`src/rtl/otter_mem_ctrl.sv`:
```
// ============================================================================
//  Module   : otter_mem_ctrl
//  Purpose  : Memory access controller between the OTTER control FSM and a
//             single-port, fixed-latency backing memory. Serves one access at
//             a time (store > load > fetch), stalls the FSM with o_busy,
//             returns the fetched instruction (o_ir) or a size/sign adjusted
//             load value (o_dm_rdata), and builds byte enables for stores.
//  Config   : OTTER_MISALIGN_TRAP_EN - when defined, misaligned half/word
//             loads/stores and misaligned fetches complete at once with
//             o_err = 1 and never reach memory. When undefined, o_err is 0
//             and the offending low address bits are ignored.
//  Ports    : i_clk, i_rst_n (async, active low)
//             i_if_rden/i_if_addr           - instruction fetch request
//             i_dm_rden/i_dm_we/i_dm_addr   - data load/store request
//             i_dm_wdata/i_dm_funct3        - store data, size/sign select
//             o_ir/o_dm_rdata               - fetch / load results
//             o_busy/o_done/o_err           - handshake and misalign flag
//             o_m_req/o_m_we/o_m_addr/o_m_be/o_m_wdata, i_m_rdata - memory
//  Revision : 1.0 - initial release
// ============================================================================
`default_nettype none

module otter_mem_ctrl #(
  parameter int LATENCY = 2
) (
  input  logic        i_clk,
  input  logic        i_rst_n,
  input  logic        i_if_rden,
  input  logic [31:0] i_if_addr,
  input  logic        i_dm_rden,
  input  logic        i_dm_we,
  input  logic [31:0] i_dm_addr,
  input  logic [31:0] i_dm_wdata,
  input  logic [2:0]  i_dm_funct3,
  output logic [31:0] o_ir,
  output logic [31:0] o_dm_rdata,
  output logic        o_busy,
  output logic        o_done,
  output logic        o_err,
  output logic        o_m_req,
  output logic        o_m_we,
  output logic [31:0] o_m_addr,
  output logic [3:0]  o_m_be,
  output logic [31:0] o_m_wdata,
  input  logic [31:0] i_m_rdata
);

  typedef enum logic [1:0] {
    S_IDLE  = 2'd0,
    S_ISSUE = 2'd1,
    S_WAIT  = 2'd2,
    S_RESP  = 2'd3
  } state_t;

  localparam logic [1:0]  C_K_FETCH = 2'd0;
  localparam logic [1:0]  C_K_LOAD  = 2'd1;
  localparam logic [1:0]  C_K_STORE = 2'd2;
  localparam logic [2:0]  C_LAT     = 3'(LATENCY);
  localparam logic [31:0] C_NOP     = 32'h0000_0013;

  state_t      r_state;
  logic [1:0]  r_kind;
  logic [2:0]  r_funct3;
  logic [1:0]  r_addr_lo;
  logic [2:0]  r_cnt;
  logic        r_busy;
  logic        r_done;
  logic        r_err;
  logic        r_m_req;
  logic        r_m_we;
  logic [31:0] r_m_addr;
  logic [3:0]  r_m_be;
  logic [31:0] r_m_wdata;
  logic [31:0] r_ir;
  logic [31:0] r_dm_rdata;

  // --------------------------------------------------------------------------
  // Request arbitration: store beats load beats fetch.
  // --------------------------------------------------------------------------
  logic        w_sel_store;
  logic        w_sel_load;
  logic        w_sel_fetch;
  logic        w_any;
  logic [31:0] w_addr;
  logic [1:0]  w_size;
  logic        w_misalign;

  assign w_sel_store = i_dm_we;
  assign w_sel_load  = ~i_dm_we & i_dm_rden;
  assign w_sel_fetch = ~i_dm_we & ~i_dm_rden & i_if_rden;
  assign w_any       = i_dm_we | i_dm_rden | i_if_rden;
  assign w_addr      = (i_dm_we | i_dm_rden) ? i_dm_addr : i_if_addr;
  assign w_size      = i_dm_funct3[1:0];

`ifdef OTTER_MISALIGN_TRAP_EN
  always_comb begin
    w_misalign = 1'b0;
    if (w_sel_fetch)
      w_misalign = |i_if_addr[1:0];
    else if (w_size == 2'b01)
      w_misalign = i_dm_addr[0];
    else if (w_size[1])
      w_misalign = |i_dm_addr[1:0];
  end
`else
  // Misaligned accesses are forced to natural alignment by the lane logic.
  assign w_misalign = 1'b0;
`endif

  // --------------------------------------------------------------------------
  // Store lane steering. Half-word lane uses addr[1] only, which also gives
  // natural alignment when addr[0] is set.
  // --------------------------------------------------------------------------
  logic [3:0]  w_st_be;
  logic [31:0] w_st_wdata;

  always_comb begin
    w_st_be    = 4'b1111;
    w_st_wdata = i_dm_wdata;
    case (w_size)
      2'b00: begin
        w_st_be    = 4'b0001 << i_dm_addr[1:0];
        w_st_wdata = {4{i_dm_wdata[7:0]}};
      end
      2'b01: begin
        w_st_be    = i_dm_addr[1] ? 4'b1100 : 4'b0011;
        w_st_wdata = {2{i_dm_wdata[15:0]}};
      end
      default: ;
    endcase
  end

  // --------------------------------------------------------------------------
  // Load lane extraction and extension from the registered access info.
  // --------------------------------------------------------------------------
  logic [7:0]  w_ld_byte;
  logic [15:0] w_ld_half;
  logic [31:0] w_ld_data;

  always_comb begin
    case (r_addr_lo)
      2'd0:    w_ld_byte = i_m_rdata[7:0];
      2'd1:    w_ld_byte = i_m_rdata[15:8];
      2'd2:    w_ld_byte = i_m_rdata[23:16];
      default: w_ld_byte = i_m_rdata[31:24];
    endcase
    w_ld_half = r_addr_lo[1] ? i_m_rdata[31:16] : i_m_rdata[15:0];
    case (r_funct3[1:0])
      2'b00:   w_ld_data = r_funct3[2] ? {24'h0, w_ld_byte}
                                       : {{24{w_ld_byte[7]}}, w_ld_byte};
      2'b01:   w_ld_data = r_funct3[2] ? {16'h0, w_ld_half}
                                       : {{16{w_ld_half[15]}}, w_ld_half};
      default: w_ld_data = i_m_rdata;
    endcase
  end

  // --------------------------------------------------------------------------
  // Access FSM with registered outputs. Async reset aborts any access.
  // --------------------------------------------------------------------------
  always_ff @(posedge i_clk or negedge i_rst_n) begin
    if (!i_rst_n) begin
      r_state    <= S_IDLE;
      r_kind     <= C_K_FETCH;
      r_funct3   <= 3'b000;
      r_addr_lo  <= 2'b00;
      r_cnt      <= 3'd0;
      r_busy     <= 1'b0;
      r_done     <= 1'b0;
      r_err      <= 1'b0;
      r_m_req    <= 1'b0;
      r_m_we     <= 1'b0;
      r_m_addr   <= 32'h0;
      r_m_be     <= 4'h0;
      r_m_wdata  <= 32'h0;
      r_ir       <= C_NOP;
      r_dm_rdata <= 32'h0;
    end else begin
      case (r_state)
        S_IDLE: begin
          if (w_any) begin
            r_kind    <= w_sel_store ? C_K_STORE :
                         (w_sel_load ? C_K_LOAD : C_K_FETCH);
            r_funct3  <= i_dm_funct3;
            r_addr_lo <= w_addr[1:0];
            r_busy    <= 1'b1;
            if (w_misalign) begin
              // Trapped access: straight to the response, memory untouched.
              r_state <= S_RESP;
              r_done  <= 1'b1;
              r_err   <= 1'b1;
            end else begin
              r_state  <= S_ISSUE;
              r_m_req  <= 1'b1;
              r_m_addr <= {w_addr[31:2], 2'b00};
              r_m_we   <= w_sel_store;
              r_m_be   <= w_sel_store ? w_st_be : 4'b1111;
              if (w_sel_store)
                r_m_wdata <= w_st_wdata;
            end
          end
        end
        S_ISSUE: begin
          r_m_req <= 1'b0;
          if (r_kind == C_K_STORE) begin
            r_state <= S_RESP;
            r_done  <= 1'b1;
            r_err   <= 1'b0;
          end else begin
            r_cnt   <= C_LAT;
            r_state <= S_WAIT;
          end
        end
        S_WAIT: begin
          r_cnt <= r_cnt - 3'd1;
          // This edge takes the counter to zero: read data is valid now.
          if (r_cnt == 3'd1) begin
            if (r_kind == C_K_FETCH)
              r_ir <= i_m_rdata;
            else
              r_dm_rdata <= w_ld_data;
            r_state <= S_RESP;
            r_done  <= 1'b1;
            r_err   <= 1'b0;
          end
        end
        default: begin
          r_done  <= 1'b0;
          r_busy  <= 1'b0;
          r_m_we  <= 1'b0;
          r_state <= S_IDLE;
        end
      endcase
    end
  end

  assign o_ir       = r_ir;
  assign o_dm_rdata = r_dm_rdata;
  assign o_busy     = r_busy;
  assign o_done     = r_done;
  assign o_err      = r_err;
  assign o_m_req    = r_m_req;
  assign o_m_we     = r_m_we;
  assign o_m_addr   = r_m_addr;
  assign o_m_be     = r_m_be;
  assign o_m_wdata  = r_m_wdata;

endmodule

`default_nettype wire

```
`config.mk`:
```
export PLATFORM = sky130hd
export DESIGN_NAME = otter_mem_ctrl
export DESIGN_NICKNAME = d
export VERILOG_FILES = /design/src/rtl/otter_mem_ctrl.sv
export SDC_FILE = /design/constraint.sdc
export NUM_CORES = 1
export LEC_CHECK = 0
export BUFFER_PORTS_ARGS = -buffer_cell sky130_fd_sc_hd__buf_4
export CORE_MARGIN = 3
export CORE_UTILIZATION = 45
export CTS_CLUSTER_SIZE = 40
export DETAILED_ROUTE_END_ITERATION = 7
export HOLD_SLACK_MARGIN = 0.03
export PLACE_DENSITY = 0.75
export SLEW_MARGIN = 10
export SYNTH_ARGS = -nofsm -noshare
export SYNTH_HDL_FRONTEND = slang
export SYNTH_SLANG_ARGS = --single-unit
```
`constraint.sdc`:
```
create_clock -name i_clk -period 3.7 [get_ports i_clk]
set_input_delay 0.185 -clock i_clk [delete_from_list [all_inputs] [get_ports i_clk]]
set_output_delay 0.185 -clock i_clk [all_outputs]
set_load 0.05 [all_outputs]
```
======== After elaboration in Yosys (flattened, before gate mapping) ========
Cells that the tools add are included.
cells by class
  add/sub/neg operators ................... 1
  equality and inequality tests ........... 12
  shifts and indexed selects .............. 1
  muxes and demuxes ....................... 29
  bitwise logic cells ..................... 7
  reductions and logical operators ........ 18
operators with widths
  operator               count
  $pmux W32 S2           2
  $mux W32               3
  $pmux W8 S3            1
  $mux W16               1
  $reduce_and A3 Y1      5
  $logic_not A2 Y1       5
  $reduce_and A2 Y1      5
  $eq A2 B1 Y1 const B   4
  $mux W1                8
  $mux W4                2
  $ne A2 B2 Y1 const B   4
  $pmux W1 S2            4
  $pmux W4 S2            1
  $eq A2 B2 Y1 const B   3
  $mux W2                3
  $pmux W2 S3            1
  $pmux W3 S2            1
  $not A1 Y1             4
  $reduce_bool A2 Y1     2
  $shl A1 B2 Y4 const A  1
  $eq A3 B1 Y1 const B   1
  $mux W3                1
  $pmux W1 S3            1
  $sub A3 B1 Y3 const B  1
  3 further kinds        4
storage, ports and cells
  register bits ........................... 147
  input bits .............................. 136
  output and inout bits ................... 137
  word-level logic and storage cells ...... 83

======== Logic depth before layout (Yosys ltp) ========
Gate-level depths: netlist of the first run.
  depth after elaboration ................. 4
  mapped depth ............................ 8
  gate-level depth less buffers ........... 6

======== Least setup slack after synthesis of the first run ========
OpenSTA, ideal clock, no wires.
  path kind ............................... register -> register
  start ................................... register r_state[0]
  end ..................................... register r_ir[2], in the netlist o_ir[2]
  library setup time ...................... 0.125 ns
  data arrival time ....................... 1.716 ns
  required time ........................... 3.575 ns
  slack ................................... 1.860 ns
  stages on the path, launching flop included .. 7
  path buffers ............................ 1
  clock period less this slack ............ 1.840 ns
  cell sequence ........................... dfrtp_1 -> inv_1 -> ha_1 -> and3b_1 -> nand2_1 -> clkbuf_1 -> mux2_2
on the way
  word-level cells in the longest chain between the ends .. 2
ends and longest elaborated chain
  item                                line  source
  from (decl)                         61    state_t r_state;
  from (signal assigned)              162   r_state <= S_IDLE;
  from (signal assigned)              188   r_state <= S_RESP;
  from (signal assigned)              192   r_state <= S_ISSUE;
  $eq A2 B2 Y1                        178   case (r_state)
  $reduce_and A3 Y1 (no source line)  n/a
  to (signal assigned)                218   r_ir <= i_m_rdata;
  to (decl)                           74    logic [31:0] r_ir;
Every way passes these cells.
A chain may end at the register's enable or synchronous reset.

======== Worst setup path after layout of the first run ========
  start ................................... register r_state[0]
  end ..................................... register r_dm_rdata[15], in the netlist o_dm_rdata[15]
on the way
  word-level cells in the longest chain between the ends .. 2
ends and longest elaborated chain
  item                                line  source
  $eq A2 B2 Y1                        178
  $reduce_and A3 Y1 (no source line)  n/a
  to (signal assigned)                220   r_dm_rdata <= w_ld_data;
  to (decl)                           75    logic [31:0] r_dm_rdata;
Every way passes these cells.

==> impl_metrics.csv, run 1 <==
group,metric,value,unit
floorplan,rows,44,
critical_path,path_depth,6,
yosys,synth-edff-count,0,
layout,design_area,0.00980,mm²
layout,antenna_cells,0,
critical_path,worstPathRequired,3.96,ns
clock_tree,clock_latency,0.42,ns
yosys,ys_async_sr_fraction,100,%
critical_path,cp-start-kind,"flop",
layout,final_util,66.9,%
timing,finalCritPeriodShare,63.3,%
critical_path,crit_chain,"inv_1, ha_1, and3b_1, o21ai_1, a21oi_1, a21oi_1",
routing,first_pass_iters,5,
floorplan,die_w,129,µm
yosys,synth_flop_cell,"dfrtp_1",
timing,slew_headroom,23.0,%
floorplan,io-pin-count,273,
critical_path,crit_buf_inv,1,
clock_tree,clockBufferDepth,2,
worst_hold_path,hold_path_depth,2,
timing,finalSetupViolations,0,
yosys,syn_inst,643,
clock_tree,numCtsBuffers,17,
placed_design,place.port_buffers,269,
clock_tree,cts.clk_slew.worst_paths,0.06,ns
floorplan,dieHeight,129,µm
routing,drc,0,
routing,vias,5736,
routing,wire_per_inst,17.2,µm
pwr,ir_drop,0.617,mV
pwr,power.leakage,4.69,nW
yosys,netlist.area_leader.share,52.8,%
yosys,synth_top_area_cell,"dfrtp_1",
timing,fmax,427,MHz
critical_path,crit_top_cell,"a21oi_1",
routing,drtIter0Drc,372,
timing,finalCriticalPeriod,2.34,ns
critical_path,ff2ff_path_depth,6,
clock_tree,root_buffer,"clkbuf_16",
clock_tree,cts_htree_levels,4,
timing,worst_pin_slew,1.15,ns
timing,whs,0.0489,ns
placed_design,dp_hpwl,14100,µm
pwr,power.density,1050,mW/mm²
critical_path,path_delay_family,"compound AO/OA/AOI/OAI gates",
placed_design,dpl_cell_area,0.00890,mm²
timing,tns,0,ns
layout,area_growth,44.7,%
yosys,syn_area,0.00677,mm²
critical_path,cp.arrival,2.61,ns
routing,vias_per_cell,5.12,
yosys,synth_warnings,0,
layout,nets,1066,
yosys,post_synth.cell_area_avg,10.5,µm²
timing,grt_setup_unrepaired,"no",
clock_tree,post_cts_buffers,0,
clock_tree,cts_tree,"done",
grt,grt_pass1_wl,30100,µm
grt,grt_pass1_vias,5765,
yosys,yosys-top-cells-area,"dfrtp_1 53%, mux2i_1 9.2%, mux2_2 6.8%",
grt,grt_max_degree,109,
clock_tree,clock_sinks,146,
floorplan,die_area,0.0166,mm²
critical_path,crit_type,"reg2reg",
grt,grt-ovfl-total,0,
clock_tree,cts_resized,0,
routing,drt_wl_total,19300,µm
critical_path,cp-end-kind,"flop",
timing,finalClockSkew,0.00844,ns
placed_design,gp_congestion,0.818,
routing,ant_nets,0,
yosys,ys_types,43,
grt,antenna_found_initial,0,
timing,maxSlewViolCount,0,
yosys,ys_seq_area_share,54.0,%
yosys,synth-seq-cells,146,
grt,grt_usage,23.3,%
critical_path,crit_path_max_incr_delay,0.69,ns
layout,final_layout_size_suffix_gt1_share,39.2,%
critical_path,worstPathMaxFanout,16,
flow_run,maxCapViolCount,0,
floorplan,core,0.0146,mm²
timing,hold_viol,0,
critical_path,cp_slowest_cell,"a21oi_1",
worst_hold_path,min_path_type,"in2reg",
run_status,outcome,"finished, final reports clean",
floorplan,initial_core_util,46.3,%
-- cells in the mapped netlist, types with 3 or more instances --
cell type	number
dfrtp_1	143
nand2_1	98
o21ai_0	70
mux2i_1	62
nor2_1	45
mux2_2	41
a21oi_1	36
clkbuf_1	24
buf_2	13
inv_1	13
a21oi_2	10
a22o_1	8
a22oi_1	8
a311oi_1	6
ha_1	6
nor2b_1	6
o31ai_1	6
or3_1	6
buf_4	4
nand3_1	4
buf_1	3
dfstp_2	3
nor3_1	3
-- kinds of logic (layout without fill, tap and decap cells) --
| kind of cell | Yosys count | count (layout) | synth area share [%] |
|---|---|---|---|
| adders and majority gates | 6 | 6 | 1.11 |
| other | 1 | 3 | 0.0554 |
| and+or+nand+nor | 168 | 168 | 10.2 |
| muxes | 104 | 104 | 16.3 |
| DFF | 146 | 146 | 54.0 |
| buffers and inverters | 58 | 350 | 3.79 |
| AOI/OAI and AO/OA | 160 | 160 | 14.6 |
-- final timing paths --
path / endpoint / slack [ns] / start
worst max-delay path: o_dm_rdata[15]$_DFFE_PN0P_ / 1.36 / r_state[0]$_DFFE_PN0P_
worst min register to register: o_m_addr[26]$_DFFE_PN0P_ / 0.48 / o_m_addr[26]$_DFFE_PN0P_
worst max register to register: o_dm_rdata[15]$_DFFE_PN0P_ / 1.36 / r_state[0]$_DFFE_PN0P_
max in group asynchronous: o_m_wdata[12]$_DFFE_PN0P_ / 2.33 / i_rst_n
min in group asynchronous: o_m_addr[10]$_DFFE_PN0P_ / 0.48 / i_rst_n
worst min-delay path: o_ir[22]$_DFFE_PN0P_ / 0.05 / i_m_rdata[22]
-- worst register-to-register path: cells and delay by family (launching register included) --
family / cells / cell delay (ns)
adder cells (fa/ha/maj): 1 / 0.27
AO/OA/AOI/OAI: 3 / 1.20
buffers and inverters: 1 / 0.10
AND/OR/NAND/NOR: 1 / 0.22
flip-flops: 1 / 0.41
-- report_power, final --
| part | switching (mW) | internal (mW) |
|---|---|---|
| registers | 0.481 | 2.39 |
| logic | 3.87 | 1.76 |
| clock network | 0.662 | 1.13 |
-- what timing repair did --
action	CTS	global route
hold buffers	26	2
endpoints found under the hold margin	133	2
setup endpoints to repair	0	0
-- layer usage --
layer,vias to the layer above,wire length (µm),global-route usage [%]
met1,2736,7850,28.8
li1,2798,-,-
met5,-,0,0
met3,26,1420,7.97
met2,176,9710,38.8
met4,0,341,7.04
-- cell usage in the layout, fill, tap and decap left out, types with 8 or more instances in the layout --
| master | instances |
|---|---|
| inv_1 | 13 |
| mux2i_1 | 62 |
| dfrtp_1 | 143 |
| clkbuf_16 | 17 |
| nor2_1 | 44 |
| a22o_1 | 8 |
| a22oi_1 | 8 |
| a21oi_1 | 36 |
| mux2_2 | 41 |
| dlygate4sd3_1 | 28 |
| a21oi_2 | 10 |
| nand2_1 | 98 |
| o21ai_0 | 70 |
| buf_4 | 276 |
-- registers in the layout (all words and copies together) (netlist names) --
register	cells
o_m_addr	30
r_addr_lo	2
o_dm_rdata	32
r_funct3	3
o_ir	32
o_m_be	4
r_kind	2
o_m_req	1
r_state	2
o_m_wdata	32
o_busy	1
r_cnt	3
o_done	1
o_m_we	1
-- through the flow --
stage                     std cells  setup WS [ns]  power, mW
after floorplan                 645           1.86       6.74
after global placement         1061           1.45       8.42
after detailed placement       1061           1.37       8.52
after CTS                      1119           1.36       10.4
after global routing           1121           1.14       10.8
final                          1121           1.36       10.3
-- cell type report --
type | instances | area, µm²
Fill cell | 1161 | 4840
Clock buffer | 20 | 437
Multi-Input combinational cell | 441 | 2880
Inverter | 13 | 48.8
Timing Repair Buffer | 305 | 2360
Clock inverter | 12 | 184
Sequential cell | 146 | 3660
Tap cell | 184 | 230
Note: power is estimated with default switching activity, not from simulation.
==> run 2: changes to the inputs <==
==> constraint.sdc (replaced) <==
create_clock -name i_clk -period 2.3 [get_ports i_clk]
set_input_delay 0.115 -clock i_clk [delete_from_list [all_inputs] [get_ports i_clk]]
set_output_delay 0.115 -clock i_clk [all_outputs]
set_load 0.05 [all_outputs]
==> impl_metrics.csv, run 2 (synthesized netlist as in run 1, its figures left out) <==
group,metric,value,unit
run_status,outcome,"finished, final reports clean",
layout,design_area,0.0108,mm²
routing,drt_wl_total,22100,µm
clock_tree,numCtsBuffers,17,
grt,grt-ovfl-total,0,
floorplan,dieHeight,129,µm
layout,final_layout_size_suffix_gt1_share,36.5,%
timing,fmax,484,MHz
worst_hold_path,min_from,"i_if_addr[16]",
routing,drc,0,
floorplan,core,0.0146,mm²
grt,gr-usage-met2,45.5,%
pwr,sw_frac_of_total,48.8,%
worst_hold_path,hold_path_depth,3,
layout,layout.cells.most_common,"buf_4",
floorplan,die_w,129,µm
grt,met1_usage,32.6,%
clock_tree,post_cts_buffers,0,
critical_path,cp-start-kind,"input port",
timing,finalCritPeriodShare,89.8,%
routing,vias,6373,
pwr,power.density,1570,mW/mm²
placed_design,dp_slack,0.333,ns
timing,finalClockSkew,0.00983,ns
critical_path,r2r_end,"o_dm_rdata[7]$_DFFE_PN0P_",
routing,wire_per_inst,18.2,µm
critical_path,worstPathRequired,2.58,ns
clock_tree,cts_htree_levels,4,
pwr,ir_drop,1.13,mV
grt,top_usage_layer,"met2",
timing,grt_setup_unrepaired,"no",
flow_run,maxCapViolCount,0,
critical_path,ff2ff_path_depth,4,
clock_tree,clock_sinks,146,
timing,worst_pin_slew,1.17,ns
clock_tree,cts_resized,0,
grt,grt_pass1_wl,34500,µm
timing,setup_ws,0.234,ns
worst_hold_path,min_to,"o_m_addr[16]$_DFFE_PN0P_",
clock_tree,cts_tree,"done",
clock_tree,cts.clk_slew.worst_paths,0.06,ns
timing,maxSlewViolCount,0,
grt,grt_max_degree,67,
clock_tree,cts_hold_buffers,113,
layout,nets,1159,
pwr,share_comb_of_total_power,55.8,%
floorplan,io-pin-count,273,
grt,grt_usage,26.3,%
timing,slew_headroom,21.9,%
pwr,power.leakage,5.11,nW
pwr,internal_power,8.68,mW
pwr,power.switching,8.28,mW
layout,layout_common_cells,"279 x buf_4, 143 x dfrtp_1, 113 x dlygate4sd3_1",
placed_design,dpl_cell_area,0.00902,mm²
timing,tns,0,ns
routing,vias_per_cell,5.25,
grt,grt_use_met3,6.10,%
critical_path,cp.arrival,2.35,ns
clock_tree,clockBufferDepth,2,
placed_design,place.port_buffers,269,
layout,area_growth,59.0,%
critical_path,worstPathMaxFanout,29,
placed_design,gp_congestion,0.787,
grt,antenna_found_initial,0,
critical_path,rrSetupSlack,0.28,ns
floorplan,die_area,0.0166,mm²
grt,grt_pass1_vias,6577,
routing,ant_nets,0,
critical_path,crit_type,"in2reg",
pwr,pwr-share-seq,27.1,%
routing,drtIter0Drc,453,
timing,finalCriticalPeriod,2.07,ns
critical_path,crit_start,"i_dm_rden",
floorplan,rows,44,
timing,finalSetupViolations,0,
clock_tree,root_buffer,"clkbuf_16",
layout,num-fill-cells,1038,
routing,first_pass_iters,5,
critical_path,cp-end-kind,"flop",
timing,hold_viol,0,
pwr,p_clk_share,17.1,%
layout,antenna_cells,0,
placed_design,dp_hpwl,14600,µm
worst_hold_path,min_path_type,"in2reg",
clock_tree,clock_latency,0.41,ns
floorplan,initial_core_util,46.3,%
critical_path,worstReg2RegStart,"r_addr_lo[1]$_DFFE_PN0P_",
## run 2: cell types whose count changed in the layout (fill, tap and decap cells not counted)
| cell | change |
|---|---|
| clkinv_4 | -4 |
| clkbuf_1 | -1 |
| inv_6 | +2 |
| buf_4 | +3 |
| dlygate4sd3_1 | +85 |
| buf_12 | +5 |
| clkinv_2 | +2 |
| clkinvlp_4 | +1 |
## run 2: cell type report
| class | count | area, µm² | share of cell area, % |
|---|---|---|---|
| clock inverter | 13 | 184 | 1.71 |
| tap | 184 | 230 | 2.14 |
| sequential | 146 | 3660 | 34.0 |
| multi-input combinational | 441 | 2880 | 26.7 |
| inverter | 13 | 48.8 | 0.453 |
| clock buffer | 19 | 433 | 4.02 |
| timing repair buffer | 398 | 3340 | 31.0 |
## run 2: critical path, cell delays in order
cell           delay (ns)
dlygate4sd3_1        0.53
buf_4                0.16
nor2_4               0.14
buf_4                0.46
mux2i_1              0.27
dlygate4sd3_1        0.58
o21ai_0              0.07
## run 2: routing by layer
metal	part of all wire, %	routed length [µm]
met4	2.8	622
met5	0	0
met1	41	8980
met3	5.6	1230
met2	51	11300
## run 2: worst max path at each step
stage,endpoint,depth (start not counted),slack [ns]
global placement,o_dm_rdata[7]$_DFFE_PN0P_,4,0.35
finish,o_m_addr[4]$_DFFE_PN0P_,7,0.23
global route,o_m_addr[31]$_DFFE_PN0P_,7,0.15
CTS,o_m_addr[30]$_DFFE_PN0P_,7,0.30
detailed placement,o_dm_rdata[7]$_DFFE_PN0P_,4,0.33
floorplan,o_ir[2]$_DFFE_PN0P_,6,0.46
## run 2: power by group through the flow
stage	combinational [mW]	clock, mW	sequential [mW]
2_1_floorplan	2.40	0	8.45
3_3_place_gp	9.13	0	4.55
3_5_place_dp	9.27	0	4.60
4_1_cts	9.45	2.95	4.58
5_1_grt	9.95	3.06	4.73
6_report	9.46	2.91	4.60
## run 2: stage by stage
stage / utilization [%] / hold slack [ns] / power, mW / std cells
floorplan: - / -0.181 / 10.8 / 645
global placement: 61.6 / 0.0893 / 13.7 / 1069
detailed placement: 61.6 / 0.0917 / 13.9 / 1069
CTS: 73.5 / 0.0342 / 17.0 / 1214
global route: 73.5 / 0.0581 / 17.7 / 1214
finish: 73.5 / 0.0428 / 17.0 / 1214
==> run 3: changes to the inputs <==
--- a/config.mk
+++ b/config.mk
@@ -6,7 +6,6 @@
 export NUM_CORES = 1
 export LEC_CHECK = 0
 export BUFFER_PORTS_ARGS = -buffer_cell sky130_fd_sc_hd__buf_4
-export CORE_MARGIN = 3
 export CORE_UTILIZATION = 45
 export CTS_CLUSTER_SIZE = 40
 export DETAILED_ROUTE_END_ITERATION = 7
==> impl_metrics.csv, run 3 (synthesized netlist as in run 1, its figures left out) <==
group,metric,value,unit
timing,maxSlewViolCount,0,
clock_tree,clockBufferDepth,2,
timing,fmax,487,MHz
routing,vias,6347,
critical_path,cp.arrival,2.40,ns
pwr,power.density,1560,mW/mm²
critical_path,crit_chain,"nor2b_1, a22o_1, a22oi_1, a21oi_1",
clock_tree,cts_tree,"done",
floorplan,die_area,0.0155,mm²
grt,grt_usage,27.8,%
critical_path,cp_slowest_cell,"nor2b_1",
run_status,outcome,"finished, final reports clean",
timing,finalCritPeriodShare,89.3,%
layout,layout.cells.most_common,"buf_4",
placed_design,dp_hpwl,13800,µm
critical_path,crit_type,"reg2reg",
placed_design,place.port_buffers,269,
critical_path,cp-end-kind,"flop",
grt,grt_pass1_wl,34100,µm
pwr,ir_drop,0.974,mV
grt,grt-ovfl-total,0,
floorplan,die_w,125,µm
timing,tns,0,ns
routing,first_pass_iters,5,
layout,design_area,0.0108,mm²
routing,drtIter0Drc,345,
timing,finalSetupViolations,0,
flow_run,maxCapViolCount,0,
critical_path,worstPathMaxFanout,15,
layout,final_layout_size_suffix_gt1_share,36.3,%
routing,ant_nets,0,
critical_path,r2r_end,"o_dm_rdata[11]$_DFFE_PN0P_",
floorplan,core,0.0146,mm²
pwr,pwr-share-seq,27.4,%
worst_hold_path,min_to,"o_m_addr[14]$_DFFE_PN0P_",
pwr,p_clk_share,17.1,%
layout,area_growth,60.0,%
grt,grt_max_degree,61,
placed_design,dpl_cell_area,0.00903,mm²
layout,nets,1165,
floorplan,io-pin-count,273,
pwr,share_comb_of_total_power,55.5,%
layout,antenna_cells,0,
clock_tree,cts_htree_levels,4,
placed_design,gp_congestion,0.816,
clock_tree,clock_sinks,146,
grt,antenna_found_initial,0,
timing,hold_viol,0,
pwr,power.leakage,5.14,nW
clock_tree,numCtsBuffers,17,
critical_path,cp-start-kind,"flop",
timing,slew_headroom,22.1,%
clock_tree,clock_latency,0.42,ns
floorplan,initial_core_util,46.4,%
clock_tree,cts.clk_slew.worst_paths,0.06,ns
critical_path,crit_path_max_incr_delay,0.96,ns
layout,num-fill-cells,1028,
worst_hold_path,min_from,"i_if_addr[14]",
floorplan,rows,44,
critical_path,ff2ff_path_depth,4,
timing,finalCriticalPeriod,2.05,ns
pwr,power.switching,8.17,mW
routing,drt_wl_total,21200,µm
timing,finalClockSkew,0.00511,ns
routing,drc,0,
timing,grt_setup_unrepaired,"no",
routing,wire_per_inst,17.4,µm
critical_path,rrSetupSlack,0.25,ns
floorplan,dieHeight,125,µm
worst_hold_path,hold_path_depth,3,
critical_path,worstPathRequired,2.64,ns
grt,grt_pass1_vias,6552,
clock_tree,root_buffer,"clkbuf_16",
timing,worst_pin_slew,1.17,ns
critical_path,worstReg2RegStart,"r_addr_lo[1]$_DFFE_PN0P_",
pwr,internal_power,8.71,mW
routing,vias_per_cell,5.20,
worst_hold_path,min_path_type,"in2reg",
pwr,sw_frac_of_total,48.4,%
layout,layout_common_cells,"280 x buf_4, 143 x dfrtp_1, 118 x dlygate4sd3_1",
run 3: area by class of cell:
class | count | area, µm² | area share [%]
inverters | 13 | 48.8 | 0.450
repair buffers | 404 | 3390 | 31.3
well taps | 184 | 230 | 2.12
clock buffers | 25 | 505 | 4.66
multi-input cells | 441 | 2880 | 26.6
flip-flops and latches | 146 | 3660 | 33.7
clock inverters | 7 | 121 | 1.12
run 3: power groups by stage:
stage | Clock (mW) | Combinational (mW) | Sequential (mW)
after global routing | 3.05 | 9.84 | 4.78
final | 2.89 | 9.37 | 4.62
after detailed placement | 0 | 9.15 | 4.62
after floorplan | 0 | 2.40 | 8.45
after CTS | 2.94 | 9.34 | 4.61
after global placement | 0 | 9.03 | 4.59
run 3: worst max-delay path by stage:
stage                                        start                          to  slack [ns]  cells after the start
after floorplan             r_state[0]$_DFFE_PN0P_         o_ir[2]$_DFFE_PN0P_        0.46                      6
after CTS                 r_addr_lo[1]$_DFFE_PN0P_  o_dm_rdata[11]$_DFFE_PN0P_        0.31                      4
after global placement    r_addr_lo[1]$_DFFE_PN0P_   o_dm_rdata[7]$_DFFE_PN0P_        0.35                      4
final                     r_addr_lo[1]$_DFFE_PN0P_  o_dm_rdata[11]$_DFFE_PN0P_        0.25                      4
after detailed placement  r_addr_lo[1]$_DFFE_PN0P_  o_dm_rdata[11]$_DFFE_PN0P_        0.32                      4
after global routing      r_addr_lo[1]$_DFFE_PN0P_  o_dm_rdata[11]$_DFFE_PN0P_        0.09                      4
run 3: stage by stage:
step | setup slack (ns) | hold WS, ns | utilization (%) | instances | total power, mW
after floorplan | 0.460 | -0.181 | - | 645 | 10.8
after global placement | 0.346 | 0.134 | 61.9 | 1070 | 13.6
after detailed placement | 0.321 | 0.131 | 61.9 | 1070 | 13.8
after CTS | 0.308 | 0.0303 | 74.3 | 1220 | 16.9
after global routing | 0.0852 | 0.0597 | 74.3 | 1220 | 17.7
final | 0.246 | 0.0353 | 74.3 | 1220 | 16.9
run 3: critical path, delay by kind of cell (launching register included):
family	cells	cell delay, ns
simple gates	1	0.96
compound gates	3	0.52
flops	1	0.51
run 3: timing repair:
action | CTS | global route
gates resized for setup | 0 | 0
hold buffers | 118 | 0
hold endpoints to repair | 161 | 0
buffers inserted | 0 | 0
run 3: layer usage:
layer / up-vias / part of all wire [%] / global-route usage (%)
li1: 2994 / - / -
met1: 3066 / 41 / 33.7
met2: 247 / 51 / 48.0
met3: 40 / 6.2 / 7.00
met4: 0 / 2.3 / 9.21
met5: - / 0 / 0
